--- config.mk ---
export PLATFORM = sky130hd
export DESIGN_NAME = div_8bit_seq
export DESIGN_NICKNAME = d
export VERILOG_FILES = /design/src/rtl/div_8bit_seq_pkg.sv /design/src/rtl/div_8bit_seq_sub_9bit.sv /design/src/rtl/div_8bit_seq.sv
export SDC_FILE = /design/constraint.sdc
export NUM_CORES = 1
export LEC_CHECK = 0
export ABC_AREA = 1
export BUFFER_PORTS_ARGS = -buffer_cell sky130_fd_sc_hd__buf_2
export CORE_MARGIN = 2
export CORE_UTILIZATION = 55
export DETAILED_ROUTE_END_ITERATION = 10
export PLACE_DENSITY = 0.78
export SYNTH_ARGS = -nofsm -noshare
export SYNTH_HDL_FRONTEND = slang
export SYNTH_SLANG_ARGS = --single-unit
--- constraint.sdc ---
create_clock -name clk -period 2.55 [get_ports clk]
set_input_delay 0.255 -clock clk [delete_from_list [all_inputs] [get_ports clk]]
set_output_delay 0.255 -clock clk [all_outputs]
set_load 0.05 [all_outputs]
--- src/rtl/div_8bit_seq_pkg.sv ---
// ---------------------------------------------------------------------------
// div_8bit_seq_pkg
// Shared definitions for the sequential 8-bit divider: operand width and the
// FSM state encoding used by div_8bit_seq.
// ---------------------------------------------------------------------------
package div_8bit_seq_pkg;

    // Operand / result width. The datapath and the 3-bit step counter are
    // sized for exactly 8 bits.
    localparam int WIDTH = 8;

    // Width of the step counter: one step per quotient bit.
    localparam int STEP_W = 3;

    typedef enum logic [1:0] {
        IDLE = 2'd0,
        RUN  = 2'd1,
        DONE = 2'd2
    } state_t;

endpackage : div_8bit_seq_pkg

--- src/rtl/div_8bit_seq_sub_9bit.sv ---
// ---------------------------------------------------------------------------
// sub_9bit
// Combinational 9-bit subtractor used for the divider's trial subtraction.
//
// Ports
//   a      in  9  minuend (shifted partial remainder)
//   b      in  9  subtrahend (zero-extended divisor)
//   diff   out 9  a - b, modulo 2^9
//   borrow out 1  high when a < b (trial subtraction went negative)
// ---------------------------------------------------------------------------
module sub_9bit (
    input  logic [8:0] a,
    input  logic [8:0] b,
    output logic [8:0] diff,
    output logic       borrow
);

    // The extra top bit of the 10-bit difference is the borrow out.
    assign {borrow, diff} = {1'b0, a} - {1'b0, b};

endmodule : sub_9bit

--- src/rtl/div_8bit_seq.sv ---
// ---------------------------------------------------------------------------
// div_8bit_seq
// Unsigned restoring divider. One quotient bit is produced per clock, MSB
// first; a division takes 8 RUN cycles followed by a single DONE cycle.
// A divisor of zero takes no special path: it naturally yields
// quotient = 8'hFF and remainder = dividend, flagged by div_zero.
//
// Ports
//   clk       in  1      clock, rising edge
//   rst_n     in  1      asynchronous active-low reset
//   start     in  1      request a division (accepted in IDLE or DONE)
//   dividend  in  WIDTH  unsigned dividend, sampled on the accepting edge
//   divisor   in  WIDTH  unsigned divisor, sampled on the accepting edge
//   busy      out 1      high while the FSM is in RUN
//   done      out 1      one-cycle pulse, results valid
//   quotient  out WIDTH  unsigned quotient (held until the next result)
//   remainder out WIDTH  unsigned remainder (held until the next result)
//   div_zero  out 1      divisor of the current operation was zero
// ---------------------------------------------------------------------------
module div_8bit_seq #(
    parameter int WIDTH = div_8bit_seq_pkg::WIDTH
) (
    input  logic             clk,
    input  logic             rst_n,
    input  logic             start,
    input  logic [WIDTH-1:0] dividend,
    input  logic [WIDTH-1:0] divisor,
    output logic             busy,
    output logic             done,
    output logic [WIDTH-1:0] quotient,
    output logic [WIDTH-1:0] remainder,
    output logic             div_zero
);

    import div_8bit_seq_pkg::*;

    localparam logic [STEP_W-1:0] LAST_STEP = STEP_W'(WIDTH - 1);

    state_t            state;
    logic [STEP_W-1:0] step;

    // dq starts as the dividend: its MSB feeds the partial remainder each
    // step while the new quotient bit enters at the LSB, so after 8 steps it
    // holds the complete quotient.
    logic [WIDTH-1:0]  dq;
    logic [WIDTH-1:0]  divisor_r;

    // 9-bit partial remainder; after a restore or a kept subtraction it is
    // always below the divisor, but the shifted value needs the extra bit.
    logic [WIDTH:0]    prem;
    logic [WIDTH:0]    shifted;
    logic [WIDTH:0]    diff;
    logic              borrow;
    logic [WIDTH:0]    rem_next;
    logic [WIDTH-1:0]  q_next;

    // Shift the partial remainder left and bring in the next dividend bit.
    assign shifted = (prem << 1) | (WIDTH+1)'(dq[WIDTH-1]);

    sub_9bit u_sub (
        .a      (shifted),
        .b      ({1'b0, divisor_r}),
        .diff   (diff),
        .borrow (borrow)
    );

    // Non-negative trial result is kept (quotient bit 1); otherwise the
    // shifted value is restored (quotient bit 0).
    assign rem_next = borrow ? shifted : diff;
    assign q_next   = {dq[WIDTH-2:0], ~borrow};

    // NOTE: sequential state uses non-blocking assignments only, so every
    // register samples the pre-edge values regardless of statement order.
    always_ff @(posedge clk or negedge rst_n) begin
        if (!rst_n) begin
            // NOTE: every register, including the operand/datapath copies,
            // is reset; the block is tiny and this keeps outputs defined.
            state     <= IDLE;
            step      <= '0;
            dq        <= '0;
            divisor_r <= '0;
            prem      <= '0;
            busy      <= 1'b0;
            done      <= 1'b0;
            quotient  <= '0;
            remainder <= '0;
            div_zero  <= 1'b0;
        end else begin
            case (state)
                IDLE, DONE: begin
                    // done is high only during the DONE cycle itself.
                    done <= 1'b0;
                    if (start) begin
                        dq        <= dividend;
                        divisor_r <= divisor;
                        prem      <= '0;
                        step      <= '0;
                        div_zero  <= (divisor == '0);
                        busy      <= 1'b1;
                        state     <= RUN;
                    end else begin
                        busy  <= 1'b0;
                        state <= IDLE;
                    end
                end

                RUN: begin
                    // start is ignored here; the operation in flight runs on.
                    prem <= rem_next;
                    dq   <= q_next;
                    step <= step + 1'b1;
                    if (step == LAST_STEP) begin
                        quotient  <= q_next;
                        remainder <= rem_next[WIDTH-1:0];
                        busy      <= 1'b0;
                        done      <= 1'b1;
                        state     <= DONE;
                    end
                end

                default: begin
                    busy  <= 1'b0;
                    done  <= 1'b0;
                    state <= IDLE;
                end
            endcase
        end
    end

endmodule : div_8bit_seq
==> impl_metrics.tcl, run 1 <==
set metrics [dict create \
    first_iter_violations 76 \
    synth_area_leaders "dfrtp_1 (48%), nand2_1 (14%), ha_1 (5.2%), inv_1 (5.2%), o21ai_0 (4.2%)" \
    tightest_slew_ns 0.991 \
    cts_hold_buf 0 \
    drive_gt1_frac 0.204 \
    syn_avg_cell_area_um2 8.56 \
    post-cts-setup-buffers 0 \
    antenna_cells 0 \
    ys_top_cells_by_count "nand2_1 (91), dfrtp_1 (46), inv_1 (33)" \
    critPathMaxFanout 4 \
    fin_ws_ns 0.607 \
    post-synth-top-area-fraction 0.482 \
    ys_ff_latch 46 \
    grt_pass1_wl_um 8670 \
    slew_viol_final 0 \
    yosysWarnings 0 \
    hold_class "primary input to async pin" \
    numPortBuffers 37 \
    antenna_found_initial 0 \
    clkTransAtPathRegs_ns 0.09 \
    clockBufferDepth 2 \
    netlist_area_um2 2390 \
    routabilityCongestion 0.918 \
    yosysMostFrequentCell "nand2_1" \
    core_um2 4090 \
    cap_violations 0 \
    via_per_inst 5.13 \
    syn_to_final_growth_pct 12.8 \
    start_util 0.584 \
    tritoncts "done" \
    cts.sinks 46 \
    dp_slack_ns 0.615 \
    synth_top_area_cell "dfrtp_1" \
    grt_max_degree 47 \
    slew_headroom 0.339 \
    drt_first_pass_iters 4 \
    drt_wl_total_um 4970 \
    cp.arrival_ns 2.14 \
    cp.required_ns 2.75 \
    seq_area_frac_synth 0.482 \
    grt_usage 0.224 \
    placementRows 23 \
    fin_worst_skew_ns 0.00477 \
    cts_resized 0 \
    die_x_um 69.9 \
    drc 0 \
    critPathKind "flop to flop" \
    synth_edf_count 0 \
    rsz0062_at_grt "no" \
    vias 1888 \
    status "complete, no violations" \
    die_h_um 69.9 \
    hold_viol 0 \
    dp_hpwl_um 3590 \
    clk_latency_ns 0.30 \
    syn_nets 309 \
    setup_viol 0 \
    htree_levels 2 \
    fin_tns_setup_ns 0 \
    min_period_ns 1.94 \
    yosysUniqueCellTypes 33 \
    pin_count 38 \
    ys.flop_type "dfrtp_1" \
    fmax_mhz 515 \
    finalNetCount 347 \
    antenna_left 0 \
    cts_made_buffers 5 \
    post-route-period-util 0.762 \
    async_flop_share 1.00 \
    start_kind "flop" \
    netlist_instances 279 \
    wl_per_cell_um 13.5 \
    grt_overflow 0 \
    die_area_um2 4880 \
    end_kind "flop" \
    grt_pass1_vias 1901 \
    root_buffer "clkbuf_8" \
]
-- metrics by stage --
stage	area, um2	util	hold slack, ns	std cells
global placement	2600	0.636	0.458	360
floorplan	2390	-	-0.0406	279
CTS	2690	0.659	0.148	368
finish	2690	0.659	0.102	368
detailed placement	2600	0.636	0.464	360
global route	2690	0.659	0.183	368
-- worst max-delay path: stages (launching register included) --
cell,delay (ns)
dfrtp_1,0.37
inv_1,0.10
ha_1,0.15
inv_1,0.10
fa_1,0.44
nand2_1,0.09
nand2_1,0.07
nand3b_1,0.13
nand3b_1,0.11
nand3_2,0.08
nand2_1,0.08
nand2_1,0.06
nand2_1,0.06
-- registers in the layout (all words and copies together) (netlist names), 3 cells and up --
signal,count
quotient,8
divisor_r,8
dq,8
step,3
remainder,8
prem,8
-- cell families (layout without fill, tap and decap cells) --
kind of cell | count (synthesis) | in the layout | share of synthesized area
XOR/XNOR | 3 | 3 | 0.0110
flip-flops | 46 | 46 | 0.482
buffers and inverters | 44 | 83 | 0.0797
AO/OA/AOI/OAI | 38 | 38 | 0.0996
AND/OR/NAND/NOR | 137 | 137 | 0.267
adder cells (fa/ha/maj) | 11 | 11 | 0.0608
-- layout make-up --
cell class / count / area [um2]
fillers: 356 / 1390
flip-flops and latches: 46 / 1150
multi-input cells: 189 / 1050
repair buffers: 40 / 208
inverters: 35 / 131
clock buffers: 7 / 86.3
well taps: 50 / 62.6
clock inverters: 1 / 8.76
-- worst paths after layout --
kind	from	to	slack, ns	cells past startpoint
worst max register to register	dq[7]	remainder[6]	0.61	12
max in group asynchronous	rst_n	prem[7]	1.83	1
worst min register to register	remainder[7]	remainder[7]	0.48	2
min in group clk	divisor[7]	divisor_r[7]	0.17	3
worst min-delay path	rst_n	divisor_r[6]	0.10	1
worst max-delay path	dq[7]	remainder[6]	0.61	12
-- placed cells by master (no fill, tap or decap), types with 5 or more instances in the layout --
master,n
nand3_1,10
a21oi_1,5
inv_1,33
buf_2,37
nor2_1,11
nand4_1,7
ha_1,10
clkbuf_8,6
nand2_1,91
dfrtp_1,46
o21ai_0,20
-- per-layer routing --
layer / vias up / share of wire / GRT usage
met4: 0 / 0.022 / 0.0940
met3: 10 / 0.039 / 0.0505
met5: - / 0 / 0
met2: 36 / 0.48 / 0.367
met1: 867 / 0.46 / 0.285
li1: 975 / - / -
Power of run 1 is not shown: default switching activity piles up to over one toggle a cycle in this logic, so the estimate is an artifact.
==> inputs of run 2 (changes only) <==
--- a/config.mk
+++ b/config.mk
@@ -5,12 +5,12 @@
 export SDC_FILE = /design/constraint.sdc
 export NUM_CORES = 1
 export LEC_CHECK = 0
-export ABC_AREA = 1
+export ABC_AREA = 0
 export BUFFER_PORTS_ARGS = -buffer_cell sky130_fd_sc_hd__buf_2
 export CORE_MARGIN = 2
-export CORE_UTILIZATION = 55
+export CORE_UTILIZATION = 50
 export DETAILED_ROUTE_END_ITERATION = 10
-export PLACE_DENSITY = 0.78
+export PLACE_DENSITY = 0.75
 export SYNTH_ARGS = -nofsm -noshare
 export SYNTH_HDL_FRONTEND = slang
 export SYNTH_SLANG_ARGS = --single-unit
==> constraint.sdc (replaced) <==
create_clock -name clk -period 1.7 [get_ports clk]
set_input_delay 0.17 -clock clk [delete_from_list [all_inputs] [get_ports clk]]
set_output_delay 0.17 -clock clk [all_outputs]
set_load 0.05 [all_outputs]
==> impl_metrics.tcl, run 2 <==
set metrics [dict create \
    status "finished, violations left" \
    violations "negative setup slack" \
    antenna_cells 0 \
    hold_class "primary input to flop" \
    via_per_inst 5.40 \
    numPortBuffers 37 \
    netlist_area_um2 2270 \
    clkTransAtPathRegs_ns 0.08 \
    fmax_mhz 490 \
    synth_top_area_cell "dfrtp_1" \
    drive_gt1_frac 0.475 \
    drt_first_pass_iters 4 \
    seq_area_frac_synth 0.507 \
    synth_edf_count 0 \
    dp_slack_ns -0.447 \
    slew_viol_final 0 \
    ys.flop_type "dfrtp_1" \
    yosysMostFrequentCell "dfrtp_1" \
    clockBufferDepth 2 \
    end_kind "flop" \
    start_kind "flop" \
    ys_top_cells_by_count "dfrtp_1 (46), nand2_1 (39), o21ai_0 (30)" \
    yosysWarnings 0 \
    first_iter_violations 88 \
    fin_ws_ns -0.339 \
    start_util 0.521 \
    post-route-period-util 1.20 \
    antenna_left 0 \
    routabilityCongestion 0.897 \
    pin_count 38 \
    grt_pass1_wl_um 9710 \
    netlist_instances 230 \
    fin_worst_skew_ns 0.00648 \
    post-synth-top-area-fraction 0.507 \
    grt_pass1_vias 2140 \
    root_buffer "clkbuf_8" \
    slew_headroom 0.702 \
    reg2reg_slack_ns -0.34 \
    final_cell_mix "buf_4 (48), dfrtp_1 (45), nand2_1 (38), buf_2 (37), o21ai_1 (14)" \
    ys_ff_latch 46 \
    drc 0 \
    critPathKind "flop to flop" \
    cts_made_buffers 5 \
    placementRows 24 \
    critPathMaxFanout 3 \
    stdcell_count 374 \
    async_flop_share 1.00 \
    die_area_um2 5090 \
    cp.required_ns 1.88 \
    drt_wl_total_um 6130 \
    core_um2 4350 \
    grt_usage 0.250 \
    htree_levels 2 \
    clk_latency_ns 0.29 \
    finalNetCount 351 \
    die_x_um 71.4 \
    tritoncts "done" \
    hold_viol 0 \
    cap_violations 0 \
    grt_max_degree 47 \
    cts.sinks 46 \
    min_period_ns 2.04 \
    syn_nets 260 \
    syn_avg_cell_area_um2 9.86 \
    layout_commonest_cell "buf_4" \
    cp.arrival_ns 2.22 \
    grt_overflow 0 \
    vias 2020 \
    tightest_slew_ns 0.447 \
    hold_ws_ns 0.0927 \
    rsz0062_at_grt "yes" \
    dp_cells 349 \
    synth_area_leaders "dfrtp_1 (51%), o21ai_0 (6.6%), nand2_1 (6.5%), ha_1 (5.5%), mux2_2 (3.5%)" \
    wl_per_cell_um 16.4 \
    dp_hpwl_um 3970 \
    syn_to_final_growth_pct 45.7 \
    die_h_um 71.4 \
    fin_tns_setup_ns -3.60 \
    setup_viol 18 \
    antenna_found_initial 0 \
    yosysUniqueCellTypes 38 \
]
-- run 2: cells by family (layout without fill, tap and decap cells) --
kind of cell             after synthesis  count (layout)  share of synthesized area
XOR/XNOR                               4               4                     0.0154
adder cells (fa/ha/maj)               11              11                     0.0640
buffers and inverters                 24             116                     0.0463
AO/OA/AOI/OAI                         61              61                      0.172
AND/OR/NAND/NOR                       73              73                      0.143
flip-flops                            46              46                      0.507
multiplexers                          11              11                     0.0524
-- run 2: area by class of cell --
| class | instances | area (um2) |
|---|---|---|
| clock inverters | 1 | 5.00 |
| multi-input cells | 160 | 1280 |
| inverters | 13 | 48.8 |
| repair buffers | 95 | 666 |
| well taps | 52 | 65.1 |
| clock buffers | 7 | 86.3 |
| flip-flops and latches | 46 | 1150 |
| fillers | 279 | 1050 |
-- run 2: worst paths after layout --
kind                              from           end  cells past startpoint
setup / recovery                 dq[7]  remainder[4]                     10
hold / removal              divisor[7]  divisor_r[7]                      3
setup reg to reg                 dq[7]  remainder[4]                     10
hold reg to reg            quotient[0]   quotient[0]                      2
max in group asynchronous        rst_n      state[0]                      3
min in group asynchronous        rst_n   quotient[7]                      3
-- run 2: stage by stage --
step / instance area (um2) / util
global route: 3310 / 0.759
global placement: 2810 / 0.645
floorplan: 2300 / -
detailed placement: 2810 / 0.645
finish: 3310 / 0.759
CTS: 3160 / 0.727
-- run 2: metal layers --
| layer | vias to the layer above | GRT usage | wire length [um] |
|---|---|---|---|
| li1 | 986 | - | - |
| met1 | 985 | 0.300 | 2560 |
| met5 | - | 0 | 0 |
| met2 | 43 | 0.443 | 3340 |
| met4 | 0 | 0.0881 | 54 |
| met3 | 6 | 0.0520 | 181 |
-- run 2: repair_timing --
item	in CTS	in global routing
endpoints found under the hold margin	46	0
pin swaps	23	13
hold buffers	1	0
setup endpoints to repair	18	25
cloned	0	0
resized for setup	47	20
buffers inserted	12	6
-- run 2: critical path, stage by stage (launching register included) --
cell and delay, ns:
dfrtp_1 0.40, inv_2 0.08, ha_4 0.13, inv_2 0.04
fa_2 0.39, a211oi_4 0.26, buf_4 0.16, nor2_4 0.04
xor2_2 0.15, mux2i_2 0.19, o21ai_1 0.08
Power of run 2 is left out for the same reason.
==> inputs of run 3 (changes only) <==
--- a/config.mk
+++ b/config.mk
@@ -5,7 +5,7 @@
 export SDC_FILE = /design/constraint.sdc
 export NUM_CORES = 1
 export LEC_CHECK = 0
-export ABC_AREA = 0
+export ABC_AREA = 1
 export BUFFER_PORTS_ARGS = -buffer_cell sky130_fd_sc_hd__buf_2
 export CORE_MARGIN = 2
 export CORE_UTILIZATION = 50
==> impl_metrics.tcl, run 3 (same netlist as run 1, synthesis figures left out) <==
set metrics [dict create \
    status "finished, violations left" \
    violations "negative setup slack" \
    critPathMaxStageDelay_ns 0.42 \
    r2r-end "prem[0]" \
    hold_viol 0 \
    slew_viol_final 0 \
    grt_overflow 0 \
    grt_max_degree 28 \
    antenna_found_initial 0 \
    end_kind "flop" \
    clk_latency_ns 0.30 \
    wl_per_cell_um 13.9 \
    drive_gt1_frac 0.312 \
    drt_wl_total_um 5490 \
    first_iter_violations 82 \
    tritoncts "done" \
    finalNetCount 369 \
    layout_commonest_cell "nand2_1" \
    grt_pass1_wl_um 9270 \
    final_util 0.643 \
    cts_made_buffers 5 \
    syn_to_final_growth_pct 25.6 \
    antenna_left 0 \
    r2r-start "prem[4]" \
    critical-path-top-delay-family "simple AND/OR/NAND/NOR gates" \
    via_per_inst 5.11 \
    drc 0 \
    crit_top_cell "nand3_4" \
    hold_class "primary input to flop" \
    critPathMaxFanout 8 \
    dp_hpwl_um 3840 \
    final_cell_mix "nand2_1 (85), dfrtp_1 (46), buf_2 (37), inv_1 (26), buf_4 (21)" \
    hold-path-endpoint "divisor_r[3]" \
    grt_usage 0.226 \
    reg2reg_slack_ns -0.009 \
    htree_levels 2 \
    clockBufferDepth 2 \
    ff2ff_path_depth 8 \
    start_util 0.512 \
    crit_slowest_cell "dfrtp_1" \
    fin_worst_skew_ns 0.00540 \
    drt_first_pass_iters 4 \
    critPathKind "flop to flop" \
    post-route-period-util 1.01 \
    die_h_um 73.1 \
    root_buffer "clkbuf_8" \
    tightest_slew_ns 0.481 \
    core_um2 4660 \
    fin_ws_ns -0.00898 \
    cp-startpoint "prem[4]" \
    slew_headroom 0.679 \
    routabilityCongestion 0.957 \
    grt_pass1_vias 2070 \
    cp.required_ns 1.88 \
    start_kind "flop" \
    fmax_mhz 585 \
    rsz0062_at_grt "yes" \
    die_x_um 73.1 \
    min_period_ns 1.71 \
    crit_buf_inv 0 \
    path_cells "ha_1, nand2_2, nor2_4, nand3_4, nand3_4, nand2_1, nand3_1, o21ai_0" \
    hold_start "divisor[3]" \
    vias 2013 \
    setup_viol 3 \
    antenna_cells 0 \
    hold_depth 3 \
    cap_violations 0 \
    placementRows 25 \
    pin_count 38 \
    numPortBuffers 37 \
    cp.arrival_ns 1.89 \
    die_area_um2 5340 \
    cts.sinks 46 \
    clkTransAtPathRegs_ns 0.09 \
]
## run 3: repair_timing
| item | in CTS | in global routing |
|---|---|---|
| gates resized for setup | 8 | 15 |
| hold buffers | 1 | 0 |
| pin swaps | 4 | 10 |
| buffers inserted | 4 | 3 |
| hold endpoints to repair | 19 | 0 |
| setup endpoints to repair | 16 | 17 |
| gates cloned | 1 | 0 |
## run 3: layout make-up
class | instances | area [um2]
well taps | 54 | 67.6
flip-flops and latches | 46 | 1150
multi-input cells | 190 | 1160
repair buffers | 61 | 393
inverters | 35 | 131
clock buffers | 7 | 86.3
fillers | 376 | 1660
clock inverters | 1 | 8.76
## run 3: worst max-delay path by stage
stage                               to  slack, ns  depth (start not counted)
after detailed placement       prem[0]      -0.04                          8
after global routing      remainder[6]      -0.14                         12
after global placement    remainder[5]      -0.02                         11
after floorplan           remainder[6]       0.03                         12
after CTS                      prem[1]     0.0006                          8
final                          prem[0]     -0.009                          8
## run 3: worst reg2reg max path, cell delays in order (launching register included)
cell	delay (ns)
dfrtp_1	0.42
ha_1	0.32
nand2_2	0.09
nor2_4	0.18
nand3_4	0.17
nand3_4	0.16
nand2_1	0.09
nand3_1	0.08
o21ai_0	0.08
## run 3: per-layer routing
metal  up-vias  wire (um)  GRT usage
li1       1021          -          -
met1       951       2480      0.286
met2        29       2730      0.377
met3        12        140     0.0442
met4         0        138     0.0926
met5         -          0          0
## run 3: metrics by stage
step	hold slack [ns]	cells	setup TNS, ns	area, um2	worst slack, ns
6_report	0.0876	394	-0.0172	3000	-0.00898
5_1_grt	0.0937	394	-1.27	3000	-0.138
4_1_cts	0.0818	391	0	2940	0.000649
3_5_place_dp	0.152	377	-0.208	2710	-0.0398
3_3_place_gp	0.155	377	-0.104	2710	-0.0248
2_1_floorplan	-0.126	279	0	2390	0.0293
Power of run 3 is left out for the same reason.
